`config.mk`:
```
export PLATFORM = sky130hd
export DESIGN_NAME = draw_sprite
export DESIGN_NICKNAME = d
export VERILOG_FILES = /design/src/rtl/draw_sprite_pkg.sv /design/src/rtl/draw_sprite_addr_gen.sv /design/src/rtl/draw_sprite.sv
export SDC_FILE = /design/constraint.sdc
export NUM_CORES = 1
export LEC_CHECK = 0
export CAP_MARGIN = 20
export CORE_MARGIN = 3
export CORE_UTILIZATION = 25
export DETAILED_ROUTE_END_ITERATION = 12
export PLACE_DENSITY_LB_ADDON = 0.05
export SLEW_MARGIN = 30
export SYNTH_ARGS = -nofsm -noshare
export SYNTH_HDL_FRONTEND = slang
export SYNTH_HIERARCHICAL = 1
export SYNTH_SLANG_ARGS = --single-unit
```
`constraint.sdc`:
```
create_clock -name clk -period 2.6 [get_ports clk]
set_input_delay 0.52 -clock clk [delete_from_list [all_inputs] [get_ports clk]]
set_output_delay 0.52 -clock clk [all_outputs]
set_load 0.02 [all_outputs]
```
`src/rtl/draw_sprite_pkg.sv`:
```
// +----------------------------------------------------------------------+
// | Module : draw_sprite_pkg                                             |
// | Brief  : FSM state type, screen/colour defaults and a width helper.  |
// | Rev    : 1.0                                                         |
// +----------------------------------------------------------------------+
`default_nettype none

package draw_sprite_pkg;

  localparam int unsigned C_SCREEN_W = 160;
  localparam int unsigned C_SCREEN_H = 120;
  localparam int unsigned C_COLOUR_W = 3;

  typedef enum logic [1:0] {
    S_IDLE  = 2'd0,
    S_DRAW  = 2'd1,
    S_FLUSH = 2'd2,
    S_DONE  = 2'd3
  } state_t;

  function automatic int unsigned cnt_w(input int unsigned n);
    return (n > 1) ? $clog2(n) : 1;
  endfunction

endpackage

`default_nettype wire

```
`src/rtl/draw_sprite_addr_gen.sv`:
```
// +----------------------------------------------------------------------+
// | Module : sprite_addr_gen                                             |
// | Brief  : Raster col/row counters, mirrored ROM address, last flag.   |
// | Rev    : 1.0                                                         |
// +----------------------------------------------------------------------+
`default_nettype none

module sprite_addr_gen
  import draw_sprite_pkg::*;
#(
  parameter int unsigned SPRITE_W = 21,
  parameter int unsigned SPRITE_H = 30,
  parameter int unsigned ADDR_W   = 10,
  parameter int unsigned COL_W    = cnt_w(SPRITE_W),
  parameter int unsigned ROW_W    = cnt_w(SPRITE_H)
) (
  input  logic              clk,
  input  logic              reset,
  input  logic              load_i,
  input  logic              hflip_i,
  input  logic              advance_i,
  output logic [COL_W-1:0]  col_o,
  output logic [ROW_W-1:0]  row_o,
  output logic [ADDR_W-1:0] addr_o,
  output logic              last_o
);

  logic [COL_W-1:0]  col_q, col_d;
  logic [ROW_W-1:0]  row_q, row_d;
  logic [ADDR_W-1:0] base_q, base_d;
  logic              hflip_q, hflip_d;

  logic              w_last_col;
  logic              w_last_row;
  logic [COL_W-1:0]  w_col_off;

  assign w_last_col = (col_q == COL_W'(SPRITE_W - 1));
  assign w_last_row = (row_q == ROW_W'(SPRITE_H - 1));

  // base_q tracks row*SPRITE_W incrementally so no multiplier is needed
  always_comb begin
    col_d   = col_q;
    row_d   = row_q;
    base_d  = base_q;
    hflip_d = hflip_q;
    if (load_i) begin
      col_d   = '0;
      row_d   = '0;
      base_d  = '0;
      hflip_d = hflip_i;
    end else if (advance_i) begin
      if (w_last_col) begin
        col_d = '0;
        if (w_last_row) begin
          row_d  = '0;
          base_d = '0;
        end else begin
          row_d  = row_q + ROW_W'(1);
          base_d = base_q + ADDR_W'(SPRITE_W);
        end
      end else begin
        col_d = col_q + COL_W'(1);
      end
    end
  end

  always_ff @(posedge clk or posedge reset) begin
    if (reset) begin
      col_q   <= '0;
      row_q   <= '0;
      base_q  <= '0;
      hflip_q <= 1'b0;
    end else begin
      col_q   <= col_d;
      row_q   <= row_d;
      base_q  <= base_d;
      hflip_q <= hflip_d;
    end
  end

  assign w_col_off = hflip_q ? (COL_W'(SPRITE_W - 1) - col_q) : col_q;
  assign addr_o    = base_q + ADDR_W'(w_col_off);
  assign col_o     = col_q;
  assign row_o     = row_q;
  assign last_o    = w_last_col & w_last_row;

endmodule

`default_nettype wire

```
`src/rtl/draw_sprite.sv`:
```
// +----------------------------------------------------------------------+
// | Module : draw_sprite                                                 |
// | Brief  : Walks a sprite ROM and emits clipped VGA plot strobes.      |
// |          DRAW_SPRITE_TRANSP_EN suppresses plots of TRANSP_COLOUR.    |
// | Rev    : 1.0                                                         |
// +----------------------------------------------------------------------+
`default_nettype none

module draw_sprite
  import draw_sprite_pkg::*;
#(
  parameter int unsigned SPRITE_W = 21,
  parameter int unsigned SPRITE_H = 30,
  parameter int unsigned SCREEN_W = C_SCREEN_W,
  parameter int unsigned SCREEN_H = C_SCREEN_H,
  parameter int unsigned COLOUR_W = C_COLOUR_W,
  parameter int unsigned ADDR_W   = 10,
  parameter logic [COLOUR_W-1:0] TRANSP_COLOUR = '0
) (
  input  logic                clk,
  input  logic                reset,
  input  logic                start,
  input  logic [7:0]          xin,
  input  logic [6:0]          yin,
  input  logic                hflip,
  output logic [ADDR_W-1:0]   rom_addr,
  input  logic [COLOUR_W-1:0] rom_q,
  output logic [7:0]          x,
  output logic [6:0]          y,
  output logic [COLOUR_W-1:0] colour,
  output logic                plot,
  output logic                busy,
  output logic                done
);

  localparam int unsigned COL_W = cnt_w(SPRITE_W);
  localparam int unsigned ROW_W = cnt_w(SPRITE_H);

`ifdef DRAW_SPRITE_TRANSP_EN
  localparam logic C_TRANSP_EN = 1'b1;
`else
  localparam logic C_TRANSP_EN = 1'b0;
`endif

  state_t state_q, state_d;

  logic [7:0] xin_q;
  logic [6:0] yin_q;
  logic [7:0] x_q, x_d;
  logic [6:0] y_q, y_d;
  logic       vis_q, vis_d;
  logic       valid_q, valid_d;

  logic             w_load;
  logic             w_adv;
  logic             w_last;
  logic [COL_W-1:0] w_col;
  logic [ROW_W-1:0] w_row;
  logic [8:0]       w_xsum;
  logic [7:0]       w_ysum;
  logic             w_is_key;

  sprite_addr_gen #(
    .SPRITE_W (SPRITE_W),
    .SPRITE_H (SPRITE_H),
    .ADDR_W   (ADDR_W),
    .COL_W    (COL_W),
    .ROW_W    (ROW_W)
  ) u_addr_gen (
    .clk       (clk),
    .reset     (reset),
    .load_i    (w_load),
    .hflip_i   (hflip),
    .advance_i (w_adv),
    .col_o     (w_col),
    .row_o     (w_row),
    .addr_o    (rom_addr),
    .last_o    (w_last)
  );

  always_comb begin
    state_d = state_q;
    w_load  = 1'b0;
    w_adv   = 1'b0;
    case (state_q)
      S_IDLE: begin
        if (start) begin
          w_load  = 1'b1;
          state_d = S_DRAW;
        end
      end
      S_DRAW: begin
        w_adv = 1'b1;
        if (w_last) state_d = S_FLUSH;
      end
      S_FLUSH: state_d = S_DONE;
      S_DONE:  state_d = S_IDLE;
      default: state_d = S_IDLE;
    endcase
  end

  // Sums are one bit wider than the screen coordinates so overflow clips
  assign w_xsum = {1'b0, xin_q} + 9'(w_col);
  assign w_ysum = {1'b0, yin_q} + 8'(w_row);

  always_comb begin
    x_d     = x_q;
    y_d     = y_q;
    vis_d   = 1'b0;
    valid_d = 1'b0;
    if (w_adv) begin
      x_d     = w_xsum[7:0];
      y_d     = w_ysum[6:0];
      valid_d = 1'b1;
      vis_d   = (w_xsum < 9'(SCREEN_W)) && (w_ysum < 8'(SCREEN_H));
    end
  end

  always_ff @(posedge clk or posedge reset) begin
    if (reset) begin
      state_q <= S_IDLE;
      xin_q   <= '0;
      yin_q   <= '0;
      x_q     <= '0;
      y_q     <= '0;
      vis_q   <= 1'b0;
      valid_q <= 1'b0;
    end else begin
      state_q <= state_d;
      if (w_load) begin
        xin_q <= xin;
        yin_q <= yin;
      end
      x_q     <= x_d;
      y_q     <= y_d;
      vis_q   <= vis_d;
      valid_q <= valid_d;
    end
  end

  // rom_q is the synchronous ROM's output register, already aligned with x_q/y_q
  assign w_is_key = (rom_q == TRANSP_COLOUR);
  assign colour   = valid_q ? rom_q : '0;
  assign plot     = vis_q & ~(C_TRANSP_EN & w_is_key);
  assign x        = x_q;
  assign y        = y_q;
  assign busy     = (state_q == S_DRAW) || (state_q == S_FLUSH);
  assign done     = (state_q == S_DONE);

endmodule

`default_nettype wire

```
## Yosys cells after proc, flatten, opt, wreduce, memory -nomap -nowiden

Cells that the tools add are included.

| word-level totals | value |
|---|---|
| memories kept | 0 |
| output and inout port bits | 31 |
| memory bits (read-only) | 0 |
| bits in latches | 0 |
| bits of input ports | 22 |
| logic and storage cells | 56 |
| RAM bits | 0 |
| register bits | 55 |

| operators by class | value |
|---|---|
| $lt $le $gt $ge | 2 |
| add/subtract/negate cells | 7 |
| reduce and logical (&&, ||, !) cells | 7 |
| multiplexer cells | 21 |
| shift operators | 0 |
| div/mod/pow operators | 0 |
| equal/unequal tests | 7 |
| bitwise operators | 1 |
| multiply operators | 0 |

Operators with widths:

| cell | count |
|---|---|
| 10-bit 2-to-1 mux | 4 |
| 5-bit 2-to-1 mux | 8 |
| 10-bit by 5-bit adder with 10-bit output | 1 |
| 10-bit by 5-bit adder with 10-bit output (second input constant) | 1 |
| 5-bit by 1-bit adder with 5-bit output (second input constant) | 2 |
| 5-bit equality test (second input constant) | 2 |
| 8-bit by 5-bit adder with 9-bit output | 1 |
| 9-bit by 8-bit < comparator with 1-bit output (second input constant) | 1 |
| 7-bit by 5-bit adder with 8-bit output | 1 |
| 8-bit by 7-bit < comparator with 1-bit output (second input constant) | 1 |
| 2-bit case mux with 4 select lines | 1 |
| 1-bit 2-to-1 mux | 5 |
| 5-bit subtractor (first input constant) | 1 |
| 2-bit equality test (second input constant) | 2 |
| 2-bit 2-to-1 mux | 2 |
| 2-bit AND reduction | 2 |
| 2-bit nonzero test | 2 |
| 3-bit 2-to-1 mux | 1 |
| 2-bit by 1-bit equality test with 1-bit output (second input constant) | 1 |
| 2-bit zero test | 1 |
| 2-bit by 1-bit inequality test with 1-bit output (second input constant) | 1 |
| 2-bit inequality test (second input constant) | 1 |
| 1-bit AND | 1 |
| 1-bit logical AND | 1 |
| 1-bit logical OR | 1 |

## Logic depth before layout (Yosys ltp)

| depth | value |
|---|---|
| word-level depth | 5 |
| depth in mapped cells | 11 |
| depth with buffers taken out | 10 |

## Modules after synthesis

The synthesis kept the hierarchy.

By module, submodules not included:

| module | cells an instance | area each (um^2) | seq. area each (um^2) | times used |
|---|---|---|---|---|
| draw_sprite | 173 | 1886.8 | 850.8 | 1 |
| sprite_addr_gen | 175 | 1554.0 | 525.5 | 1 |

## Worst setup path after synthesis

OpenSTA, ideal clock, no wires.

| path | value |
|---|---|
| kind | register -> output |
| from | register u_addr_gen.col_q[1], in the netlist u_addr_gen/col_o[1] |
| to | output port rom_addr[7] |
| data required time | 2080 ps |
| cell stages (with the launch flop) | 9 |
| setup slack | -340 ps |
| arrival | 2420 ps |
| path buffers | 0 |
| path through | dfrtp_1 -> inv_1 -> ha_1 -> nand2_1 -> o21ai_0 -> ha_1 -> a211oi_1 -> o21bai_1 -> o311ai_0 |

| between the ends | value |
|---|---|
| cells in the longest elaborated chain, start to end | 3 |

RTL lines:

| what | RTL line | source |
|---|---|---|
| start: declaration | draw_sprite_addr_gen.sv:28 | `logic [COL_W-1:0] col_q, col_d;` |
| start signal: assignment | draw_sprite_addr_gen.sv:74 | `col_q <= col_d;` |
| 5-bit subtractor | draw_sprite_addr_gen.sv:81 | `assign w_col_off = hflip_q ? (COL_W'(SPRITE_W - 1) - col_q) : col_q;` |
| 5-bit 2-to-1 mux (*) | draw_sprite_addr_gen.sv:81 |  |
| 10-bit by 5-bit adder with 10-bit output (*) | draw_sprite_addr_gen.sv:82 | `assign addr_o = base_q + ADDR_W'(w_col_off);` |
| end: declaration | draw_sprite.sv:26 | `output logic [ADDR_W-1:0] rom_addr,` |

Every way passes the cells marked *; elsewhere a longest branch is shown, timed or not.

## Worst setup path in the final report

| path | value |
|---|---|
| from | register u_addr_gen.col_q[1], in the netlist u_addr_gen/col_o[1] |
| to | output port rom_addr[6] |

The elaborated chain is that of the path after synthesis.

==> results.cfg <==
[hold_path]
hold_path_class = flop to flop
hold_depth = 1
hp-start = y[0]
worstHoldEndpoint = y[0]

[layout]
nets = 483
syn2layout_area_growth_pct = 35.3
layout-drive-gt1-share = 0.219
antenna_cells = 0
fin_util = 0.349
regArea_um2 = 1380
n_fill_cell = 1385
multiInputGateArea_um2 = 2040

[timing]
timing.slew.headroom = 0.661
finalWorstPathRequiredPeriod_ns = 2.84
clock.fmax_ghz = 0.352
timing.final.hold_violations = 0
holdWs_ns = 0.495
rsz0062_at_grt = yes
fin_crit_sh = 1.09
setup-violations-final = 8
maxSlewViolCount = 0
setup_slack_ns = -0.243
tightest_slew_ns = 0.508
fin_worst_skew_ns = 0.00653

[place]
pre_cts_ws_ns = -0.521
gp_congestion = 0.762
portBuffers = 52
dp_hpwl_mm = 6.50

[critical_path]
critPathRequiredTime_ns = 2.08
r2r.worst_path.cells = 8
r2r-end = plot
r2r_slack_ns = 0.15
r2r-start = u_addr_gen/col_o[0]
arrival_ns = 2.32
start_kind = flop
setup.worst_path.class = flop to output pin
critical_path.endpoint_type = output pin
path_max_fanout = 3

[synth]
ys_seq_elements = 55
syn_nets = 398
avgSynthCellArea_um2 = 9.89
yosysTopAreaCellShare = 0.400
synth_ff_type = dfrtp_1
syn_inst = 348
synth_area_um2 = 3440
synth-async-reset-ratio = 1.00
synth_edf_count = 0
yosysWarnings = 6
yosysTopAreaCell = dfrtp_1
synthTopCellsByCount = dfrtp_1, ha_1, nor2_1
yosysSeqAreaShare = 0.400
synth_area_leaders = dfrtp_1, ha_1, mux2_1
synth.distinct_cells = 57
yosysMostFrequentCell = dfrtp_1

[routing]
route.detailed.drc = 0
wl_per_cell_um = 14.1
via_per_inst = 4.63
wl_mm = 8.58
dr.pass1.iters = 5
vias = 2825
ant_nets = 0
drt-initial-drc-count = 86

[power_and_ir_drop]
power.leakage_nw = 2.03
peakVddDrop_mv = 0.211
cellPowerDensity_nw_per_um2 = 368

[grt]
antenna_found_initial = 0
gr-total-overflow = 0
grt_pass1_wl_mm = 14.0
grt_pass1_vias = 2798
grt_usage = 0.117
grt_start_max_net_pins = 35

[floorplanning]
die_area_um2 = 15200
die_w_um = 123
pin_count = 53
dieHeight_um = 123
initial_core_util = 0.258
std_cell_rows = 42
core_um2 = 13300

[clocking]
numCtsBuffers = 5
cts.sinks = 55
ctsHoldBuffers = 0
clkLatencyLatePin_ns = 0.30
htreeDepth = 2
clk_pin_slew_worst_paths_ns = 0.07
cts_tree = yes
cts_buffer_depth = 2
clk_root_buffer_cell = clkbuf_16

[status]
violations = setup timing
outcome = complete, but fails checks

[job]
cap_violations = 0
-- report_power, final --
group          leakage [nW]  internal [mW]  switching [mW]
Combinational          1.29         0.0348          0.0264
Clock                0.0868          0.480           0.316
Sequential            0.656          0.855               0
Total                  2.03           1.37           0.343
-- repair_timing --
| item | 4_1_cts | 5_1_grt |
|---|---|---|
| buffers inserted | 4 | 0 |
| pin swaps | 16 | 4 |
| setup endpoints to repair | 9 | 9 |
| resized for setup | 63 | 7 |
-- state kept, by name (all words and copies together), names as in the netlist --
name / count
u_addr_gen/base_q: 10
x: 8
xin_q: 8
y: 7
yin_q: 7
u_addr_gen/col_o: 5
u_addr_gen/row_o: 5
state_q: 2
plot: 1
u_addr_gen/hflip_q: 1
valid_q: 1
-- per-layer routing --
layer,share of wire,global-route usage,wire length [um],up-vias
met5,0,0,0,-
met4,0.0094,0.0311,81,0
met2,0.48,0.190,4080,61
met1,0.47,0.161,4040,1344
met3,0.043,0.0206,370,7
li1,-,-,-,1413
-- cell type report --
cell class	instances	area share
Multi-Input combinational cell	258	0.437
Tap cell	176	0.0473
Clock buffer	6	0.0298
Sequential cell	55	0.296
Clock inverter	2	0.00752
Timing Repair Buffer	87	0.162
Inverter	26	0.0210
-- how the worst max path moves through the flow --
| stage | start | end |
|---|---|---|
| floorplan | u_addr_gen/col_o[1] | rom_addr[7] |
| global placement | u_addr_gen/col_o[0] | rom_addr[5] |
| detailed placement | u_addr_gen/col_o[0] | rom_addr[6] |
| CTS | u_addr_gen/col_o[1] | rom_addr[8] |
| global route | u_addr_gen/col_o[1] | rom_addr[9] |
| finish | u_addr_gen/col_o[1] | rom_addr[6] |
-- layout by cell type, fill, tap and decap left out, types with 4 or more instances in the layout --
cell type / count
inv_2: 4
and2_1: 7
mux2_2: 9
dfrtp_1: 55
nand2_1: 14
o31ai_1: 4
mux2_1: 16
o21ai_0: 11
o21ai_2: 4
clkdlybuf4s50_1: 43
buf_4: 41
xor2_1: 5
o21ai_1: 19
inv_1: 22
nor2_1: 25
nor3b_1: 5
nand4_1: 4
xnor2_1: 11
a21oi_1: 19
a21oi_2: 5
ha_1: 24
or3_1: 4
nand3_1: 9
clkbuf_16: 5
nand2b_1: 4
-- critical path, cell delays in order (launching register included) --
cell and delay [ns]:
dfrtp_1 0.39, inv_2 0.08, ha_4 0.14, nand2_2 0.05
xnor2_1 0.13, ha_1 0.32, nor2b_4 0.14, o31a_1 0.31
o21ai_2 0.20, xnor2_2 0.12, buf_4 0.15
-- kinds of logic after synthesis --
family                     share of synthesized area
adders and majority gates                      0.108
DFF                                            0.400
and+or+nand+nor                                0.147
muxes                                         0.0847
buffers and inverters                         0.0411
AOI/OAI and AO/OA                              0.170
xor gates and xnor gates                      0.0484
-- stage by stage --
step           instances  TNS (ns)  total power [mW]  instance area [um^2]
2_1_floorplan        348    -0.199             0.890                  3460
3_3_place_gp         598     -2.90             0.936                  4390
3_5_place_dp         598     -2.96             0.936                  4390
4_1_cts              610     -1.44              1.75                  4630
5_1_grt              610     -2.35              1.79                  4660
6_report             610     -1.32              1.71                  4660
No activity file was read; power rests on OpenSTA's default activity.
